## src/rtl/pwm_capture_if.sv

```systemverilog
// Measurement bus driven by pwm_capture toward the duty-ratio control logic.
interface pwm_capture_if #(
    parameter int unsigned CNT_W = 15
);
    logic [CNT_W-1:0] high_time;
    logic [CNT_W-1:0] period;
    logic             sample_valid;
    logic             signal_ok;
    logic             stuck_high;
    logic             stuck_low;

    // Capture block drives the results.
    modport master (
        output high_time, period, sample_valid, signal_ok, stuck_high, stuck_low
    );

    // Control logic consumes the results.
    modport slave (
        input high_time, period, sample_valid, signal_ok, stuck_high, stuck_low
    );
endinterface

```

## src/rtl/pwm_capture.sv

```systemverilog
// PWM input measurement: reports high time and rising-to-rising period in clk
// cycles, and flags a stuck-high or stuck-low input after TIMEOUT cycles
// without a rising edge. TIMEOUT must lie in [2, 2^CNT_W-1].
module pwm_capture #(
    parameter int unsigned CNT_W   = 15,
    parameter int unsigned TIMEOUT = 32767
) (
    input  logic           clk,
    input  logic           rst,
    input  logic           pwm_in,
    pwm_capture_if.master  m
);

    localparam logic [CNT_W-1:0] CNT_ONE     = CNT_W'(1);
    localparam logic [CNT_W-1:0] CNT_ZERO    = CNT_W'(0);
    localparam logic [CNT_W-1:0] TIMEOUT_CNT = CNT_W'(TIMEOUT);

    typedef enum logic [1:0] {
        IDLE = 2'd0,
        HIGH = 2'd1,
        LOW  = 2'd2
    } state_t;

    state_t           state;
    logic             sync_q;
    logic             s;
    logic             s_d;
    logic             rise;
    logic             fall;
    logic [CNT_W-1:0] per_cnt;
    logic [CNT_W-1:0] hi_cnt;

    logic [CNT_W-1:0] high_time_q;
    logic [CNT_W-1:0] period_q;
    logic             sample_valid_q;
    logic             signal_ok_q;
    logic             stuck_high_q;
    logic             stuck_low_q;

    // Two-flop synchronizer for the asynchronous input, plus one delay flop for edges.
    always_ff @(posedge clk) begin
        if (rst) begin
            sync_q <= 1'b0;
            s      <= 1'b0;
            s_d    <= 1'b0;
        end else begin
            sync_q <= pwm_in;
            s      <= sync_q;
            s_d    <= s;
        end
    end

    assign rise = s & ~s_d;
    assign fall = ~s & s_d;

    // Measurement FSM: counts high and period cycles, publishes on each rise
    // that closes a complete period, and drops to IDLE on timeout.
    always_ff @(posedge clk) begin
        if (rst) begin
            state          <= IDLE;
            per_cnt        <= CNT_ZERO;
            hi_cnt         <= CNT_ZERO;
            high_time_q    <= CNT_ZERO;
            period_q       <= CNT_ZERO;
            sample_valid_q <= 1'b0;
            signal_ok_q    <= 1'b0;
            stuck_high_q   <= 1'b0;
            stuck_low_q    <= 1'b0;
        end else begin
            sample_valid_q <= 1'b0;
            case (state)
                IDLE: begin
                    // First rise only opens a period; nothing complete to report yet.
                    if (rise) begin
                        state   <= HIGH;
                        per_cnt <= CNT_ONE;
                        hi_cnt  <= CNT_ONE;
                    end
                end
                HIGH: begin
                    // Timeout is checked first so per_cnt can never pass TIMEOUT.
                    if (per_cnt == TIMEOUT_CNT) begin
                        state        <= IDLE;
                        per_cnt      <= CNT_ZERO;
                        hi_cnt       <= CNT_ZERO;
                        high_time_q  <= CNT_ZERO;
                        period_q     <= CNT_ZERO;
                        signal_ok_q  <= 1'b0;
                        stuck_high_q <= s;
                        stuck_low_q  <= ~s;
                    end else if (fall) begin
                        // The falling cycle still belongs to the period, not to the high time.
                        state   <= LOW;
                        per_cnt <= per_cnt + CNT_ONE;
                    end else begin
                        per_cnt <= per_cnt + CNT_ONE;
                        if (s) begin
                            hi_cnt <= hi_cnt + CNT_ONE;
                        end
                    end
                end
                LOW: begin
                    // A rise on the timeout cycle still closes a valid period.
                    if (rise) begin
                        state          <= HIGH;
                        high_time_q    <= hi_cnt;
                        period_q       <= per_cnt;
                        sample_valid_q <= 1'b1;
                        signal_ok_q    <= 1'b1;
                        stuck_high_q   <= 1'b0;
                        stuck_low_q    <= 1'b0;
                        per_cnt        <= CNT_ONE;
                        hi_cnt         <= CNT_ONE;
                    end else if (per_cnt == TIMEOUT_CNT) begin
                        state        <= IDLE;
                        per_cnt      <= CNT_ZERO;
                        hi_cnt       <= CNT_ZERO;
                        high_time_q  <= CNT_ZERO;
                        period_q     <= CNT_ZERO;
                        signal_ok_q  <= 1'b0;
                        stuck_high_q <= s;
                        stuck_low_q  <= ~s;
                    end else begin
                        per_cnt <= per_cnt + CNT_ONE;
                    end
                end
                default: begin
                    state   <= IDLE;
                    per_cnt <= CNT_ZERO;
                    hi_cnt  <= CNT_ZERO;
                end
            endcase
        end
    end

    assign m.high_time    = high_time_q;
    assign m.period       = period_q;
    assign m.sample_valid = sample_valid_q;
    assign m.signal_ok    = signal_ok_q;
    assign m.stuck_high   = stuck_high_q;
    assign m.stuck_low    = stuck_low_q;

endmodule

```

## src/flat_wrapper.sv

```systemverilog
// flat-port wrapper written by rule: the top's interface ports become plain ports
module pwm_capture_flat 
#(
    parameter int unsigned CNT_W   = 15,
    parameter int unsigned TIMEOUT = 32767
)
  (clk, rst, pwm_in, m_high_time, m_period, m_sample_valid, m_signal_ok, m_stuck_high, m_stuck_low);
  pwm_capture_if #(.CNT_W(CNT_W)) m_i ();
  input  logic clk;
  input  logic rst;
  input  logic pwm_in;
  output wire logic [$bits(m_i.high_time)-1:0] m_high_time;
  output wire logic [$bits(m_i.period)-1:0] m_period;
  output wire logic [$bits(m_i.sample_valid)-1:0] m_sample_valid;
  output wire logic [$bits(m_i.signal_ok)-1:0] m_signal_ok;
  output wire logic [$bits(m_i.stuck_high)-1:0] m_stuck_high;
  output wire logic [$bits(m_i.stuck_low)-1:0] m_stuck_low;
  assign m_high_time = m_i.high_time;
  assign m_period = m_i.period;
  assign m_sample_valid = m_i.sample_valid;
  assign m_signal_ok = m_i.signal_ok;
  assign m_stuck_high = m_i.stuck_high;
  assign m_stuck_low = m_i.stuck_low;
  pwm_capture #(.CNT_W(CNT_W), .TIMEOUT(TIMEOUT)) u_core (.clk(clk), .rst(rst), .pwm_in(pwm_in), .m(m_i));
endmodule
```

## config.mk

```make
export PLATFORM = sky130hd
export DESIGN_NAME = pwm_capture_flat
export DESIGN_NICKNAME = d
export VERILOG_FILES = /design/src/rtl/pwm_capture_if.sv /design/src/rtl/pwm_capture.sv /design/src/flat_wrapper.sv
export SDC_FILE = /design/constraint.sdc
export NUM_CORES = 1
export LEC_CHECK = 0
export BUFFER_PORTS_ARGS = -buffer_cell sky130_fd_sc_hd__buf_4
export CELL_PAD_IN_SITES_DETAIL_PLACEMENT = 1
export CELL_PAD_IN_SITES_GLOBAL_PLACEMENT = 2
export CORE_MARGIN = 10
export CORE_UTILIZATION = 37
export CTS_BUF_LIST = sky130_fd_sc_hd__clkbuf_16
export CTS_CLUSTER_DIAMETER = 100
export CTS_CLUSTER_SIZE = 16
export DETAILED_ROUTE_END_ITERATION = 10
export MAX_ROUTING_LAYER = met4
export PLACE_DENSITY = 0.86
export SYNTH_ARGS = -nofsm -noshare
export SYNTH_HDL_FRONTEND = slang
export SYNTH_SLANG_ARGS = --single-unit
```

## constraint.sdc

```tcl
create_clock -name clk -period 4.2 [get_ports clk]
set_input_delay 0.21 -clock clk [delete_from_list [all_inputs] [get_ports clk]]
set_output_delay 0.21 -clock clk [all_outputs]
set_load 0.02 [all_outputs]
```

==> run metrics <==
Netlist cell types 44; Sequential Area between 1000 and 1500 sq um; drt drc 0; clock latency on the worst-skew pair roughly 0.33 ns; RSZ-0062 raised after global routing no; layout cells sized above 1 about 15%; first-pass GRT wire length roughly 13000 um; Synth Flop Type dfxtp_1; Post-Syn Area ~2900 sq um; setup TNS 0 ns; area of the multi-input gates about 1500 sq um; vias in the first global route approximately 2600; MaxCap Viol Count 0; Setup Fix Bufs, Post-CTS 0; die height between 100 and 150 um; Ports 37; Final Hold Fails 0; vias per inst a little over 5; sw frac between 20 and 30%; Synth top area share about 47%; Pins Over Slew Limit 0; die area ~12000 sq um; Fill cells between 900 and 1000; Sw Pwr between 400 and 500 uW; ANT cells 0; CP cell instances inv_1, ha_1, nand3b_1, nor4_4, o21ai_1, or3_1, a21oi_1; Leak 1.347 nW; Critical Path AT about 2.7 ns; Min-Delay Path Class input pin to flip-flop; Clock power frac about 44%; register share of total power between 40% and 50%; status finished clean; Peak VDD IR ~200 uV; CTS max path bufs 2; largest net degree at the start of global routing 31; cell type with the highest aggregate area in the netlist dfxtp_1; crit path kind flip-flop to flip-flop; Mapped Cells ~350; Post-Syn Area per Cell about 8.3 sq um; Site Rows 32; DR pass1 iterations 4; die width 109.2 um; Logic pwr share 14.2%; CP required roughly 4.5 ns; I/O Buffers 36; pwr dens about 460 nW/um^2; Tcrit/Tclk final approximately three fifths; P&R area growth vs syn 21.43%; leading post-synthesis cells by cell area dfxtp_1 (47%), nand2_1 (9.3%), a21oi_1 (7.0%), xor2_1 (5.1%), nor2_1 (4.8%); skew final around 0.0081 ns; Ys Warns 0; initial antenna violation count 0; Core ar. slightly below 8000 sq um; DR WL/cell roughly 15 um; clock-pin slew on the worst setup and hold paths about 0.050 ns; CP endpoint kind flip-flop; Inserted Clock Buffers 9; Synth Net Count around 360; DRT Wirelength 7500 um; final setup fails 0; H-tree Lvls 3; CTS tree done; Worst Setup Start Kind flip-flop; Final GP Congestion between 0.8 and 0.9; CP max stage cell nor4_4; gr ovfl total 0; register area share after synthesis between 40% and 50%; Tmin final 2.443 ns; Post-CTS Hold Buffers 0; initial cell density of the core between 30% and 40%; most frequent cell after synthesis nand2_1; post-cts resize count 0; top cells by count, synth nand2_1 (73), dfxtp_1 (69), a21oi_1 (41), nor2_1 (38), xor2_1 (17); Root Driver clkbuf_16; Fmax achieved just over 400 MHz; Slew @ Worst Pin ~0.69 ns; ys async rst share 0%; Vias between 2000 and 3000; #FFs+latches synth 69; area of placed instances between 3000 and 4000 sq um; DP HPWL around 5200 um; EDFF count, synth 0; clk sinks roughly 70; Final Instance Area ~3600 sq um; Rel. slew slack ~53%; Total Nets Final a little under 400; total track usage approximately 13%; Internal between 1 and 1.5 mW; Worst path max stage delay between 0.5 and 0.6 ns; crit-path max FO 12; Starting DRT DRC Count 85; Final ANT Viol Nets 0
-- cells by family (layout without fill, tap and decap cells) --
kind of cell | after synthesis | in the layout | share of synthesized area (%)
multiplexers | 2 | 2 | 0.6803
AO/OA/AOI/OAI | 69 | 69 | 13.82
XOR/XNOR | 21 | 21 | 6.250
adder cells (fa/ha/maj) | 6 | 6 | 2.551
buffers and inverters | 23 | 62 | 3.189
AND/OR/NAND/NOR | 163 | 163 | 26.57
flip-flops | 69 | 69 | 46.94
-- power by group through the flow --
stage	Sequential, mW	Clock (mW)	Combinational, mW
4_1_cts	0.689	0.738	0.235
2_1_floorplan	0.698	0	0.179
5_1_grt	0.691	0.768	0.263
3_5_place_dp	0.703	0	0.232
3_3_place_gp	0.702	0	0.229
6_report	0.689	0.721	0.234
-- state kept, by name, summed over array words and instances (netlist names) --
| signal | count |
|---|---|
| u_core.m.signal_ok | 1 |
| u_core.m.sample_valid | 1 |
| u_core.m.stuck_high | 1 |
| u_core.s | 1 |
| u_core.hi_cnt | 15 |
| u_core.sync_q | 1 |
| u_core.m.period | 15 |
| u_core.s_d | 1 |
| u_core.m.high_time | 15 |
| u_core.state | 2 |
| u_core.m.stuck_low | 1 |
| u_core.per_cnt | 15 |
-- final timing paths --
kind,slack (ns),end,from,cells after the start
max,1.76,u_core.hi_cnt[13],u_core.state[0],7
min,0.10,u_core.sync_q,pwm_in,2
max reg2reg,1.76,u_core.hi_cnt[13],u_core.state[0],7
min reg2reg,0.44,u_core.s,u_core.sync_q,1
-- area by class of cell --
class	count	area share (%)
clock buffer	9	6.303
clock inverter	7	1.576
inverter	8	0.8403
multi-input combinational	261	41.07
sequential	69	38.66
tap	102	3.571
timing repair buffer	38	7.983
-- per-stage QoR --
stage | hold slack [ns] | instances | util (%) | worst slack, ns | power, mW
final | 0.1047 | 494 | 46.24 | 1.757 | 1.644
after detailed placement | 0.4281 | 478 | 42.60 | 1.777 | 0.9348
after CTS | 0.09864 | 494 | 46.24 | 1.751 | 1.661
after floorplan | 0.2816 | 353 | - | 2.389 | 0.8768
after global placement | 0.4184 | 478 | 42.60 | 1.854 | 0.9310
after global routing | 0.1369 | 494 | 46.24 | 1.528 | 1.722
-- critical path, delay by kind of cell, from the launching register on --
family / cells / cell delay, ns
AOI/OAI and AO/OA: 2 / 0.44
adders and majority gates: 1 / 0.28
buffers and inverters: 1 / 0.08
and+or+nand+nor: 3 / 1.18
DFF: 1 / 0.38
-- cells in the final DEF, fill, tap and decap left out, types with 4 or more instances in the layout --
| master | netlist | routed |
|---|---|---|
| dfxtp_1 | 69 | 69 |
| buf_4 | 0 | 38 |
| nor2b_1 | 5 | 5 |
| nor2_1 | 38 | 38 |
| clkbuf_16 | 0 | 9 |
| nand3_1 | 8 | 8 |
| nand2_1 | 73 | 73 |
| inv_1 | 8 | 8 |
| xor2_1 | 17 | 17 |
| o2111ai_1 | 4 | 4 |
| o21ai_0 | 7 | 7 |
| clkinv_1 | 0 | 5 |
| and3_1 | 6 | 6 |
| nand4_1 | 6 | 6 |
| ha_1 | 6 | 6 |
| a21oi_1 | 41 | 41 |
| nor3_1 | 9 | 9 |
| xnor2_1 | 4 | 4 |
| o211ai_1 | 4 | 4 |
-- layer usage --
layer	GRT usage, %	vias up	part of all wire (%)
met5	-	-	0
met2	21.55	31	48
met1	15.90	1219	47
li1	-	1274	-
met3	3.599	10	3.9
met4	5.112	0	1.1
No activity file was read; power rests on OpenSTA's default activity.
